$ cat src/rtl/colour_frame_scheduler_pkg.sv
// Shared screen geometry, colour type and update-window FSM states for the frame scheduler.
// Latency: n/a (declarations and one pure helper function).
// Backpressure: n/a.
package colour_frame_scheduler_pkg;

  localparam logic [9:0] SCREEN_WIDTH  = 10'd640;
  localparam logic [9:0] SCREEN_HEIGHT = 10'd480;

  typedef logic [2:0] colour_t;

  localparam colour_t BG_COLOR  = 3'b000;
  localparam colour_t OFF_COLOR = 3'b111;

  typedef enum logic [1:0] {
    S_ACTIVE = 2'd0,
    S_VBLANK = 2'd1,
    S_GRANT  = 2'd2
  } upd_state_t;

  // Unsigned compare, so the 1023 "parked" coordinate counts as off-screen.
  function automatic logic on_screen(input logic [9:0] h, input logic [9:0] v);
    return (h < SCREEN_WIDTH) && (v < SCREEN_HEIGHT);
  endfunction

endpackage

$ cat src/rtl/colour_frame_scheduler_if.sv
// Bundles pixel-position, layer, game-update handshake and colour-out signals of the scheduler.
// Latency: n/a (wiring only).
// Backpressure: none; the pixel path is free-running and the update window is a level/pulse handshake.
interface colour_frame_scheduler_if #(parameter int N_LAYERS = 4);
  import colour_frame_scheduler_pkg::*;

  logic [9:0]            hPos;
  logic [9:0]            vPos;
  logic [N_LAYERS-1:0]   layer_hit;
  logic [3*N_LAYERS-1:0] layer_color;
  logic                  upd_req;
  logic                  upd_done;
  logic                  upd_grant;
  logic                  upd_overrun;
  logic                  frame_start;
  logic [N_LAYERS-1:0]   coll_flags;
  colour_t               color;

  // Master: sync generator, sprite layers and game logic feeding the scheduler.
  modport master (
    output hPos, vPos, layer_hit, layer_color, upd_req, upd_done,
    input  upd_grant, upd_overrun, frame_start, coll_flags, color
  );

  // Slave: the scheduler itself.
  modport slave (
    input  hPos, vPos, layer_hit, layer_color, upd_req, upd_done,
    output upd_grant, upd_overrun, frame_start, coll_flags, color
  );

endinterface

$ cat src/rtl/colour_frame_scheduler_layer_priority_mux.sv
// Lowest-index-wins colour selector across the sprite layers, with an any-hit flag.
// Latency: combinational.
// Backpressure: none.
module layer_priority_mux
  import colour_frame_scheduler_pkg::*;
#(
  parameter int N_LAYERS = 4
) (
  input  logic [N_LAYERS-1:0]   hit,
  input  logic [3*N_LAYERS-1:0] colors,
  output colour_t               sel_color,
  output logic                  any_hit
);

  // Walk from the lowest priority upward so the lowest-index hit overwrites last.
  always_comb begin
    sel_color = BG_COLOR;
    any_hit   = |hit;
    for (int i = N_LAYERS - 1; i >= 0; i--) begin
      if (hit[i]) begin
        sel_color = colors[3*i +: 3];
      end
    end
  end

endmodule

$ cat src/rtl/colour_frame_scheduler.sv
// Per-pixel layer arbitration with off-screen forcing, per-frame collision latch, vblank update window.
// Latency: 2 clocks hPos/vPos/layer inputs to color; events act on the clock edge that first sees them.
// Backpressure: none; upd_grant is a registered window, closed with upd_overrun if the frame restarts first.
module colour_frame_scheduler
  import colour_frame_scheduler_pkg::*;
#(
  parameter int N_LAYERS = 4
) (
  input logic                     clk,
  input logic                     rst,
  colour_frame_scheduler_if.slave bus
);

  logic [9:0]            s1_h;
  logic [9:0]            s1_v;
  logic [N_LAYERS-1:0]   s1_hit;
  logic [3*N_LAYERS-1:0] s1_col;

  colour_t mux_color;
  logic    mux_any;
  colour_t color_q;

  logic vblank_now;
  logic frame_now;
  logic vblank_prev;
  logic frame_prev;
  logic ev_vblank;
  logic ev_frame;
  logic frame_start_q;

  logic                collide;
  logic [N_LAYERS-1:0] coll_acc;
  logic [N_LAYERS-1:0] coll_q;

  upd_state_t state;
  upd_state_t state_nxt;
  logic       overrun_nxt;
  logic       grant_q;
  logic       overrun_q;

  // Event conditions are taken from the raw position so that a slow pixel enable,
  // which holds one coordinate for several clocks, still yields a single-cycle event.
  assign vblank_now = (bus.vPos == SCREEN_HEIGHT) && (bus.hPos == 10'd0);
  assign frame_now  = (bus.vPos == 10'd0) && (bus.hPos == 10'd0);
  assign ev_vblank  = vblank_now && !vblank_prev;
  assign ev_frame   = frame_now && !frame_prev;

  // Only visible pixels covered by two or more layers count as a collision.
  assign collide = on_screen(bus.hPos, bus.vPos) && ($countones(bus.layer_hit) >= 2);

  layer_priority_mux #(
    .N_LAYERS (N_LAYERS)
  ) u_prio (
    .hit       (s1_hit),
    .colors    (s1_col),
    .sel_color (mux_color),
    .any_hit   (mux_any)
  );

  // Stage 1: capture the pixel position and layer requests.
  always_ff @(posedge clk or posedge rst) begin
    if (rst) begin
      s1_h   <= '0;
      s1_v   <= '0;
      s1_hit <= '0;
      s1_col <= '0;
    end else begin
      s1_h   <= bus.hPos;
      s1_v   <= bus.vPos;
      s1_hit <= bus.layer_hit;
      s1_col <= bus.layer_color;
    end
  end

  // Stage 2: off-screen forcing beats layer priority, which beats background.
  always_ff @(posedge clk or posedge rst) begin
    if (rst) begin
      color_q <= OFF_COLOR;
    end else if (!on_screen(s1_h, s1_v)) begin
      color_q <= OFF_COLOR;
    end else if (mux_any) begin
      color_q <= mux_color;
    end else begin
      color_q <= BG_COLOR;
    end
  end

  // Edge-detect history for the vblank and frame positions, plus the frame_start pulse.
  always_ff @(posedge clk or posedge rst) begin
    if (rst) begin
      vblank_prev   <= 1'b0;
      frame_prev    <= 1'b0;
      frame_start_q <= 1'b0;
    end else begin
      vblank_prev   <= vblank_now;
      frame_prev    <= frame_now;
      frame_start_q <= ev_frame;
    end
  end

  // Collision accumulator: publish and restart at frame start; a hit on that very pixel
  // belongs to the new frame.
  always_ff @(posedge clk or posedge rst) begin
    if (rst) begin
      coll_acc <= '0;
      coll_q   <= '0;
    end else if (ev_frame) begin
      coll_q   <= coll_acc;
      coll_acc <= collide ? bus.layer_hit : '0;
    end else if (collide) begin
      coll_acc <= coll_acc | bus.layer_hit;
    end
  end

  // Update-window next state; a done coinciding with frame start is a clean finish.
  always_comb begin
    state_nxt   = state;
    overrun_nxt = 1'b0;
    case (state)
      S_ACTIVE: begin
        if (ev_vblank) begin
          if (bus.upd_req) begin
            state_nxt = S_GRANT;
          end else begin
            state_nxt = S_VBLANK;
          end
        end
      end
      S_VBLANK: begin
        if (ev_frame) begin
          state_nxt = S_ACTIVE;
        end else if (bus.upd_req) begin
          state_nxt = S_GRANT;
        end
      end
      S_GRANT: begin
        if (bus.upd_done) begin
          if (ev_frame) begin
            state_nxt = S_ACTIVE;
          end else begin
            state_nxt = S_VBLANK;
          end
        end else if (ev_frame) begin
          state_nxt   = S_ACTIVE;
          overrun_nxt = 1'b1;
        end
      end
      default: begin
        state_nxt = S_ACTIVE;
      end
    endcase
  end

  // Update-window state plus registered grant (one cycle behind the state) and overrun pulse.
  always_ff @(posedge clk or posedge rst) begin
    if (rst) begin
      state     <= S_ACTIVE;
      grant_q   <= 1'b0;
      overrun_q <= 1'b0;
    end else begin
      state     <= state_nxt;
      grant_q   <= (state == S_GRANT);
      overrun_q <= overrun_nxt;
    end
  end

  assign bus.color       = color_q;
  assign bus.frame_start = frame_start_q;
  assign bus.coll_flags  = coll_q;
  assign bus.upd_grant   = grant_q;
  assign bus.upd_overrun = overrun_q;

endmodule

$ cat src/flat_wrapper.sv
// flat-port wrapper written by rule: the top's interface ports become plain ports
module colour_frame_scheduler_flat import colour_frame_scheduler_pkg::*;
#(
  parameter int N_LAYERS = 4
)
  (clk, rst, bus_hPos, bus_vPos, bus_layer_hit, bus_layer_color, bus_upd_req, bus_upd_done, bus_upd_grant, bus_upd_overrun, bus_frame_start, bus_coll_flags, bus_color);
  colour_frame_scheduler_if #(.N_LAYERS(N_LAYERS)) bus_i ();
  input logic clk;
  input logic rst;
  input wire logic [$bits(bus_i.hPos)-1:0] bus_hPos;
  input wire logic [$bits(bus_i.vPos)-1:0] bus_vPos;
  input wire logic [$bits(bus_i.layer_hit)-1:0] bus_layer_hit;
  input wire logic [$bits(bus_i.layer_color)-1:0] bus_layer_color;
  input wire logic [$bits(bus_i.upd_req)-1:0] bus_upd_req;
  input wire logic [$bits(bus_i.upd_done)-1:0] bus_upd_done;
  output wire logic [$bits(bus_i.upd_grant)-1:0] bus_upd_grant;
  output wire logic [$bits(bus_i.upd_overrun)-1:0] bus_upd_overrun;
  output wire logic [$bits(bus_i.frame_start)-1:0] bus_frame_start;
  output wire logic [$bits(bus_i.coll_flags)-1:0] bus_coll_flags;
  output wire logic [$bits(bus_i.color)-1:0] bus_color;
  assign bus_i.hPos = bus_hPos;
  assign bus_i.vPos = bus_vPos;
  assign bus_i.layer_hit = bus_layer_hit;
  assign bus_i.layer_color = bus_layer_color;
  assign bus_i.upd_req = bus_upd_req;
  assign bus_i.upd_done = bus_upd_done;
  assign bus_upd_grant = bus_i.upd_grant;
  assign bus_upd_overrun = bus_i.upd_overrun;
  assign bus_frame_start = bus_i.frame_start;
  assign bus_coll_flags = bus_i.coll_flags;
  assign bus_color = bus_i.color;
  colour_frame_scheduler #(.N_LAYERS(N_LAYERS)) u_core (.clk(clk), .rst(rst), .bus(bus_i));
endmodule
$ cat config.mk
export PLATFORM = sky130hd
export DESIGN_NAME = colour_frame_scheduler_flat
export DESIGN_NICKNAME = d
export VERILOG_FILES = /design/src/rtl/colour_frame_scheduler_pkg.sv /design/src/rtl/colour_frame_scheduler_if.sv /design/src/rtl/colour_frame_scheduler_layer_priority_mux.sv /design/src/rtl/colour_frame_scheduler.sv /design/src/flat_wrapper.sv
export SDC_FILE = /design/constraint.sdc
export NUM_CORES = 1
export LEC_CHECK = 0
export ABC_CLOCK_PERIOD_IN_PS = 4090
export CORE_ASPECT_RATIO = 1.5
export CORE_MARGIN = 1
export CORE_UTILIZATION = 48
export DETAILED_ROUTE_END_ITERATION = 10
export GPL_TIMING_DRIVEN = 0
export PLACE_DENSITY = 0.86
export SETUP_SLACK_MARGIN = 0.5
export SLEW_MARGIN = 20
export SYNTH_ARGS = -nofsm -noshare
export SYNTH_HDL_FRONTEND = slang
export SYNTH_SLANG_ARGS = --single-unit
$ cat constraint.sdc
create_clock -name clk -period 4.09 [get_ports clk]
set_input_delay 0.818 -clock clk [delete_from_list [all_inputs] [get_ports clk]]
set_output_delay 0.818 -clock clk [all_outputs]
set_load 0.03 [all_outputs]
==> results of run 1 <==
==> sequential cells by signal, summed over array words and instances (netlist names) <==
name                    cells
u_core.bus.frame_start      1
u_core.s1_col              12
u_core.bus.color            3
u_core.bus.coll_flags       4
u_core.s1_h                 3
u_core.bus.upd_overrun      1
u_core.coll_acc             4
u_core.s1_hit               4
u_core.bus.upd_grant        1
u_core.vblank_prev          1
u_core.state                2
u_core.s1_v                 5
u_core.frame_prev           1
==> per-layer routing <==
layer,GRT usage,share of wire,vias to the layer above,wire [microns]
li1,-,-,503,-
met1,0.237,0.38,518,1140
met2,0.347,0.54,49,1610
met3,0.0612,0.060,6,180
met4,0.0926,0.018,0,55
met5,0,0,-,0
==> per-stage QoR <==
step,util,instance area (sq um),instances,setup WS [ns]
detailed placement,0.700,2080,200,1.18
global route,0.731,2170,208,1.33
global placement,0.694,2060,199,1.25
floorplan,-,1520,111,1.87
finish,0.731,2170,208,1.50
CTS,0.731,2170,208,1.48
==> critical path: cells and delay by family <==
kind,cells,cell delay [ns]
buffers and inverters,2,0.60
and+or+nand+nor,3,1.04
muxes,1,0.30
==> synthesized netlist by cell type <==
master and number:
nand3_1 2, a221oi_1 2, and2_1 1, a211o_1 2
or3_2 1, a21oi_1 3, nand3b_1 1, and3_1 1
nand4_1 3, nor3b_1 1, a22o_2 4, inv_1 7
fa_1 1, buf_6 1, nor3_1 3, or3_1 2
o211ai_1 1, o21ai_0 4, ha_1 2, nor2_1 6
dfrtp_1 39, nand2_1 8, nor2b_1 2, dfstp_2 3
o32ai_1 2, mux2_4 4, nor4_1 3, and3b_1 1
nand2b_1 1
==> logic make-up (layout without fill, tap and decap cells) <==
logic type               count (synthesis)  count (layout)  synth area share
flip-flops                              42              42             0.693
AND/OR/NAND/NOR                         36              36             0.125
AO/OA/AOI/OAI                           18              18            0.0887
buffers and inverters                    8              66            0.0247
multiplexers                             4               4            0.0394
adder cells (fa/ha/maj)                  3               3            0.0296
==> worst max-delay path by stage <==
| stage | from | slack (ns) | endpoint | cells past startpoint |
|---|---|---|---|---|
| 5_1_grt | bus_hPos[7] | 1.33 | u_core.bus.coll_flags[1] | 6 |
| 2_1_floorplan | bus_hPos[0] | 1.87 | u_core.bus.coll_flags[0] | 5 |
| 6_report | bus_hPos[7] | 1.50 | u_core.bus.coll_flags[1] | 6 |
| 3_3_place_gp | bus_hPos[7] | 1.25 | u_core.bus.coll_flags[0] | 6 |
| 4_1_cts | bus_hPos[7] | 1.48 | u_core.bus.coll_flags[1] | 6 |
| 3_5_place_dp | bus_hPos[7] | 1.18 | u_core.bus.coll_flags[1] | 6 |
==> power groups by stage <==
stage               registers [mW]  clock network (mW)  logic (mW)
floorplan                    0.458                   0      0.0312
global placement             0.453                   0      0.0905
detailed placement           0.455                   0      0.0965
CTS                          0.446               0.270      0.0970
global route                 0.449               0.287       0.106
finish                       0.446               0.262      0.0958
==> cell type report <==
| type | instances | area share |
|---|---|---|
| Sequential cell | 42 | 0.486 |
| Timing Repair Buffer | 50 | 0.235 |
| Multi-Input combinational cell | 61 | 0.198 |
| Clock buffer | 8 | 0.0415 |
| Tap cell | 39 | 0.0225 |
| Inverter | 7 | 0.0121 |
| Buffer | 1 | 0.00518 |
==> results.py, run 1 <==
metrics = {
    "critical_path": {
        "critical_path_class": "in2reg",
        "rrSetupSlack_ns": 2.72,
        "slowest_delay_ns": 0.44,
        "reg2reg_from": "u_core.frame_prev",
        "cp_cell_sequence": "clkdlybuf4s50_1 > nor4_1 > nand4_1 > or3_1 > buf_6 > mux2_4",
        "end_kind": "register",
        "crit_slowest_cell": "clkdlybuf4s50_1",
        "r2r_cells": 3,
        "cp.required_ns": 4.26,
        "critPathMaxFanout": 10,
        "rr_endpoint": "u_core.bus.coll_flags[1]",
        "startpoint_type": "primary input",
        "critPathArrivalTime_ns": 2.75,
    },
    "power": {
        "cellPowerDensity_nw_per_um2": 370,
        "pwr-share-seq": 0.555,
        "vdd_ir_drop_max_mv": 0.289,
        "finalPower_mw": 0.804,
        "pwr-share-comb": 0.119,
        "p_clk_frac": 0.326,
        "switching_share": 0.218,
        "p_leak_nw": 0.970,
        "p_int_mw": 0.629,
        "p_switching_mw": 0.175,
    },
    "die": {
        "chipWidth_microns": 48.0,
        "core_sq_um": 2970,
        "die_y_microns": 71.0,
        "io_pins": 50,
        "dieArea_sq_um": 3410,
        "start_util": 0.512,
        "num_rows": 24,
    },
    "clock_network": {
        "clk_latency_ns": 0.28,
        "cts_resized": 0,
        "cts_tree": "built",
        "cts_max_level": 2,
        "cts_buffers": 5,
        "cts_max_path_buffers": 2,
        "cts_sinks": 42,
        "cts_hold_buf": 0,
        "cts_root_buf": "clkbuf_8",
        "postCtsSetupBuffers": 0,
        "clkTransAtPathRegs_ns": 0.07,
    },
    "layout": {
        "syn_to_final_growth_pct": 42.6,
        "multiInputGateArea_sq_um": 430,
        "finalNetCount": 211,
        "fillers": 200,
        "layout_commonest_cell": "clkdlybuf4s50_1",
        "final_cell_mix": "clkdlybuf4s50_1, dfrtp_1, nand2_1",
        "diodes": 0,
        "register_area_sq_um": 1050,
        "drive_gt1_frac": 0.124,
    },
    "placed_design": {
        "place.gp.congestion": 0.693,
        "portBuffers": 49,
        "dp_hpwl_microns": 2320,
    },
    "status": {
        "outcome": "completed",
    },
    "global_route": {
        "gr-total-overflow": 0,
        "grt_pass1_vias": 1159,
        "grt_first_pass_wirelength_microns": 5000,
        "grt_start_max_net_pins": 31,
        "grt_use_total": 0.209,
        "antenna_found_initial": 0,
    },
    "yosys": {
        "yosysWarningCount": 0,
        "ys_ff_latch": 42,
        "ys_types": 29,
        "syn_nets": 154,
        "yosysTopAreaCell": "dfrtp_1",
        "synthCells": 111,
        "netlist_area_sq_um": 1520,
        "ys_seq_area_frac": 0.693,
        "yosys.area.top_type_share": 0.641,
        "syn_area_per_cell_sq_um": 13.7,
        "synthTopCellsByArea": "dfrtp_1, dfstp_2, mux2_4",
    },
    "sta": {
        "finalCritPeriodShare": 0.633,
        "rsz0062_at_grt": "no",
        "setup_viol": 0,
        "tightest_slew_ns": 0.312,
        "drv_slew": 0,
        "fin_crit_ns": 2.59,
        "max_freq_ghz": 0.387,
        "finalClockSkew_ns": 0.00452,
        "finalSetupTns_ns": 0,
        "max-slew-margin-rel": 0.790,
        "holdWs_ns": 0.485,
        "final_hold_viol_count": 0,
    },
    "routing": {
        "viasPerCell": 5.17,
        "drt_iter0_drc": 16,
        "routedWlPerCell_microns": 14.4,
        "wl_microns": 2990,
        "via_count": 1076,
        "firstDrtPassIters": 4,
        "final_antenna_net_count": 0,
        "drc": 0,
    },
    "job": {
        "drv_cap": 0,
    },
    "hold_path": {
        "min_path_cells": 2,
        "min_to": "u_core.bus.color[2]",
        "hold_class": "reg2reg",
        "worstHoldStart": "u_core.s1_v[9]",
    },
}
Power figures use the tool's default switching activity.
==> run 2: changes to the inputs <==
Settings changed: ABC_CLOCK_PERIOD_IN_PS 4090 to 2450, CORE_UTILIZATION 48 to 44, PLACE_DENSITY 0.86 to 0.8.
Clock period 4.09 ns to 2.45 ns, I/O delays scaled along.
==> results.py, run 2 (synthesized netlist as in run 1, its figures left out) <==
metrics = {
    "clock_network": {
        "cts_hold_buf": 0,
        "cts_buffers": 5,
        "cts_tree": "built",
        "clk_latency_ns": 0.29,
        "cts_sinks": 42,
        "clkTransAtPathRegs_ns": 0.08,
        "cts_max_level": 2,
        "cts_root_buf": "clkbuf_8",
        "cts_max_path_buffers": 2,
    },
    "layout": {
        "final_cell_mix": "dfrtp_1, clkdlybuf4s50_1, dlygate4sd2_1",
        "register_area_sq_um": 1050,
        "drive_gt1_frac": 0.181,
        "finalNetCount": 213,
        "final_area_sq_um": 2210,
        "regMostFlops": "u_core.s1_col",
        "top_regs": "u_core.s1_col x12, u_core.s1_v x5",
        "largest_reg_flops": 12,
        "syn_to_final_growth_pct": 45.0,
        "fillers": 246,
        "layout_commonest_cell": "dfrtp_1",
        "multiInputGateArea_sq_um": 463,
        "diodes": 0,
    },
    "die": {
        "die_y_microns": 74.1,
        "start_util": 0.473,
        "num_rows": 25,
        "dieArea_sq_um": 3700,
        "io_pins": 50,
        "core_sq_um": 3220,
        "chipWidth_microns": 50.0,
    },
    "placed_design": {
        "dp_slack_ns": -0.0753,
        "placed_area_sq_um": 2090,
        "place.gp.congestion": 0.714,
        "dp_hpwl_microns": 2360,
        "portBuffers": 49,
    },
    "power": {
        "cellPowerDensity_nw_per_um2": 612,
        "finalPower_mw": 1.35,
        "p_leak_nw": 1.00,
        "vdd_ir_drop_max_mv": 0.521,
    },
    "critical_path": {
        "startpoint_type": "primary input",
        "crit_family": "adder cells",
        "slowest_delay_ns": 0.48,
        "cp_cell_sequence": "dlygate4sd2_1 > ha_1 > nand2_1 > fa_1 > a21oi_1 > and3_4 > a22o_2",
        "critical_path_class": "in2reg",
        "end_kind": "register",
        "cp_num_buf_inv": 1,
        "critPathMaxFanout": 4,
        "critPathArrivalTime_ns": 2.09,
        "cp.required_ns": 2.63,
        "crit_slowest_cell": "fa_1",
    },
    "sta": {
        "tightest_slew_ns": 0.372,
        "setup_viol": 0,
        "worst_slack_ns": 0.542,
        "max_freq_ghz": 0.524,
        "fin_crit_ns": 1.91,
        "final_hold_viol_count": 0,
        "finalClockSkew_ns": 0.00495,
        "holdWs_ns": 0.461,
        "finalCritPeriodShare": 0.779,
        "drv_slew": 0,
        "rsz0062_at_grt": "no",
        "max-slew-margin-rel": 0.751,
    },
    "global_route": {
        "grt_pass1_vias": 1184,
        "grt_start_max_net_pins": 28,
        "grt_use_total": 0.200,
        "gr-total-overflow": 0,
        "grt_first_pass_wirelength_microns": 5290,
        "antenna_found_initial": 0,
    },
    "routing": {
        "firstDrtPassIters": 4,
        "viasPerCell": 5.24,
        "drc": 0,
        "via_count": 1105,
        "wl_microns": 3120,
        "routedWlPerCell_microns": 14.8,
        "drt_iter0_drc": 11,
        "final_antenna_net_count": 0,
    },
    "status": {
        "outcome": "completed",
    },
    "job": {
        "drv_cap": 0,
    },
    "hold_path": {
        "hold_class": "in2reg",
    },
}
run 2: worst paths after layout:
| path | from | endpoint | slack (ns) | depth (start not counted) |
|---|---|---|---|---|
| worst max-delay path | bus_layer_hit[1] | u_core.coll_acc[1] | 0.54 | 7 |
| worst min-delay path | bus_layer_hit[2] | u_core.s1_hit[2] | 0.46 | 1 |
| worst max register to register | u_core.frame_prev | u_core.bus.coll_flags[2] | 1.10 | 3 |
| worst min register to register | u_core.s1_col[2] | u_core.bus.color[2] | 0.48 | 2 |
| max in group asynchronous | rst | u_core.bus.color[0] | 1.44 | 3 |
| min in group asynchronous | rst | u_core.s1_v[5] | 0.50 | 2 |
run 2: power by group:
part           internal, mW  switching (mW)  leakage [nW]
clock                 0.226           0.227        0.0472
combinational        0.0844          0.0698         0.455
sequential            0.728          0.0166         0.500
run 2: what timing repair did:
| action | 4_1_cts | 5_1_grt |
|---|---|---|
| gates resized for setup | 24 | 3 |
| pin swaps | 5 | 1 |
| endpoints found under the hold margin | 0 | 0 |
| setup endpoints to repair | 14 | 10 |
| buffers inserted | 1 | 0 |
| gates cloned | 1 | 0 |
run 2: per-stage QoR:
step / std cells / TNS (ns) / util
after floorplan: 111 / 0 / -
after global placement: 200 / -0.151 / 0.640
after detailed placement: 201 / -0.451 / 0.649
after CTS: 211 / 0 / 0.682
after global routing: 211 / 0 / 0.685
final: 211 / 0 / 0.685
run 2: routing by layer:
metal	global-route usage	up-vias	wire [microns]
met4	0.105	0	59
met3	0.0634	5	206
met1	0.210	542	1190
li1	-	510	-
met5	0	-	0
met2	0.354	48	1660
run 2: cell type report:
type,instances,share of cell area
flip-flops and latches,42,0.478
repair buffers,52,0.230
multi-input cells,61,0.210
clock buffers,6,0.0374
well taps,40,0.0227
inverters,7,0.0119
clock inverters,2,0.00567
plain buffers,1,0.00510
==> run 3: changes to the inputs <==
Settings changed: ABC_CLOCK_PERIOD_IN_PS 2450 to 1850.
Clock period 2.45 ns to 1.85 ns, I/O delays scaled along.
==> results.py, run 3 (synthesized netlist as in run 1, its figures left out) <==
metrics = {
    "status": {
        "outcome": "completed",
    },
    "die": {
        "start_util": 0.473,
        "die_y_microns": 74.1,
        "dieArea_sq_um": 3700,
        "core_sq_um": 3220,
        "num_rows": 25,
        "chipWidth_microns": 50.0,
        "io_pins": 50,
    },
    "routing": {
        "dr_wl_met3_microns": 194,
        "wl_met1_microns": 1170,
        "via_count": 1099,
        "drc": 0,
        "firstDrtPassIters": 4,
        "wl_microns": 3290,
        "routed.top_layer": "met4",
        "routedWlPerCell_microns": 15.4,
        "wl_met2_microns": 1880,
        "drt_iter0_drc": 21,
        "final_antenna_net_count": 0,
        "viasPerCell": 5.16,
    },
    "critical_path": {
        "critPathMaxFanout": 4,
        "cp.required_ns": 2.04,
        "slowest_delay_ns": 0.48,
        "critical_path_class": "in2reg",
        "cp_cell_sequence": "buf_8 > ha_4 > nand2_2 > fa_1 > a21oi_1 > and3_4 > a22o_4",
        "rrSetupSlack_ns": 0.48,
        "crit_family": "adder cells",
        "cp_num_buf_inv": 1,
        "end_kind": "register",
        "reg2reg_from": "u_core.frame_prev",
        "crit_slowest_cell": "fa_1",
        "r2r_cells": 3,
        "startpoint_type": "primary input",
        "critPathArrivalTime_ns": 1.73,
        "rr_endpoint": "u_core.bus.coll_flags[3]",
    },
    "placed_design": {
        "dp_hpwl_microns": 2400,
        "dp_slack_ns": -0.570,
        "portBuffers": 49,
        "place.gp.congestion": 0.705,
        "dp_cells": 201,
    },
    "sta": {
        "finalSetupTns_ns": 0,
        "finalClockSkew_ns": 0.00697,
        "drv_slew": 0,
        "fin_crit_ns": 1.55,
        "tightest_slew_ns": 0.300,
        "rsz0062_at_grt": "yes",
        "holdWs_ns": 0.193,
        "finalCritPeriodShare": 0.836,
        "worst_slack_ns": 0.304,
        "max_freq_ghz": 0.647,
        "setup_viol": 0,
        "max-slew-margin-rel": 0.800,
        "final_hold_viol_count": 0,
    },
    "hold_path": {
        "min_to": "u_core.s1_h[7]",
        "hold_class": "in2reg",
        "worstHoldStart": "bus_hPos[7]",
        "min_path_cells": 1,
    },
    "clock_network": {
        "cts_max_level": 2,
        "clk_latency_ns": 0.29,
        "cts_buffers": 5,
        "cts_hold_buf": 0,
        "cts_root_buf": "clkbuf_8",
        "cts_tree": "built",
        "cts_max_path_buffers": 2,
        "clkTransAtPathRegs_ns": 0.07,
        "cts_sinks": 42,
    },
    "global_route": {
        "grt_use_total": 0.200,
        "grt_first_pass_wirelength_microns": 5260,
        "grt_start_max_net_pins": 34,
        "antenna_found_initial": 0,
        "grt_pass1_vias": 1140,
        "gr-total-overflow": 0,
    },
    "power": {
        "vdd_ir_drop_max_mv": 0.533,
        "p_leak_nw": 1.03,
        "cellPowerDensity_nw_per_um2": 773,
        "finalPower_mw": 1.77,
    },
    "layout": {
        "fin_cells": 213,
        "syn_to_final_growth_pct": 50.2,
        "final_cell_mix": "dfrtp_1, clkdlybuf4s50_1, nand2_1, buf_6, buf_2",
        "fillers": 224,
        "drive_gt1_frac": 0.364,
        "top_regs": "u_core.s1_col x12, u_core.s1_v x5",
        "finalNetCount": 215,
        "layout_commonest_cell": "dfrtp_1",
        "diodes": 0,
        "regMostFlops": "u_core.s1_col",
        "largest_reg_flops": 12,
    },
    "job": {
        "drv_cap": 0,
    },
}
-- run 3: changes by cell type in the layout (fill, tap and decap cells not counted), moves of 4 or more --
cell / previous run / this run
buf_2: 1 / 7
buf_4: 1 / 6
buf_6: 1 / 7
buf_8: 0 / 4
clkdlybuf4s15_2: 0 / 4
clkdlybuf4s50_1: 30 / 15
dlygate4sd2_1: 18 / 4
-- run 3: repair_timing --
item | 4_1_cts | 5_1_grt
gates cloned | 1 | 0
resized for setup | 130 | 23
setup endpoints to repair | 22 | 14
pin swaps | 10 | 7
setup buffers | 3 | 0
-- run 3: per-layer routing --
| layer | GRT usage | up-vias |
|---|---|---|
| met5 | 0 | - |
| met4 | 0.0921 | 0 |
| met3 | 0.0552 | 5 |
| met2 | 0.375 | 46 |
| met1 | 0.203 | 537 |
| li1 | - | 511 |
-- run 3: stage by stage --
step	utilization	area, sq um
floorplan	-	1590
global placement	0.660	2130
detailed placement	0.666	2150
CTS	0.700	2250
global route	0.710	2290
finish	0.710	2290
-- run 3: how the worst max path moves through the flow --
| stage | to | depth (start not counted) | from | slack, ns |
|---|---|---|---|---|
| 2_1_floorplan | u_core.bus.coll_flags[0] | 5 | bus_hPos[1] | 0.1 |
| 3_3_place_gp | u_core.bus.coll_flags[1] | 6 | bus_hPos[7] | -0.50 |
| 3_5_place_dp | u_core.bus.coll_flags[0] | 6 | bus_hPos[9] | -0.57 |
| 4_1_cts | u_core.bus.coll_flags[3] | 6 | bus_vPos[3] | 0.25 |
| 5_1_grt | u_core.coll_acc[2] | 7 | bus_layer_hit[1] | 0.28 |
| 6_report | u_core.coll_acc[2] | 7 | bus_layer_hit[2] | 0.30 |
-- run 3: final cells by class --
cell class                 instances  area [sq um]  area share
sequential                        42          1050       0.461
timing repair buffer              54           513       0.224
multi-input combinational         61           552       0.241
clock buffer                       8          80.1      0.0350
tap                               40          50.0      0.0219
buffer                             1          11.3     0.00492
inverter                           7          26.3      0.0115
-- run 3: worst reg2reg max path, stage by stage, from the launching register on --
cell and delay [ns]:
dfrtp_1 0.41, or3_4 0.39, buf_6 0.15, mux2_4 0.30
-- run 3: power breakdown --
part | internal [mW] | leakage [nW] | switching, mW
registers | 0.964 | 0.500 | 0.0227
clock network | 0.268 | 0.0395 | 0.281
logic | 0.127 | 0.493 | 0.106
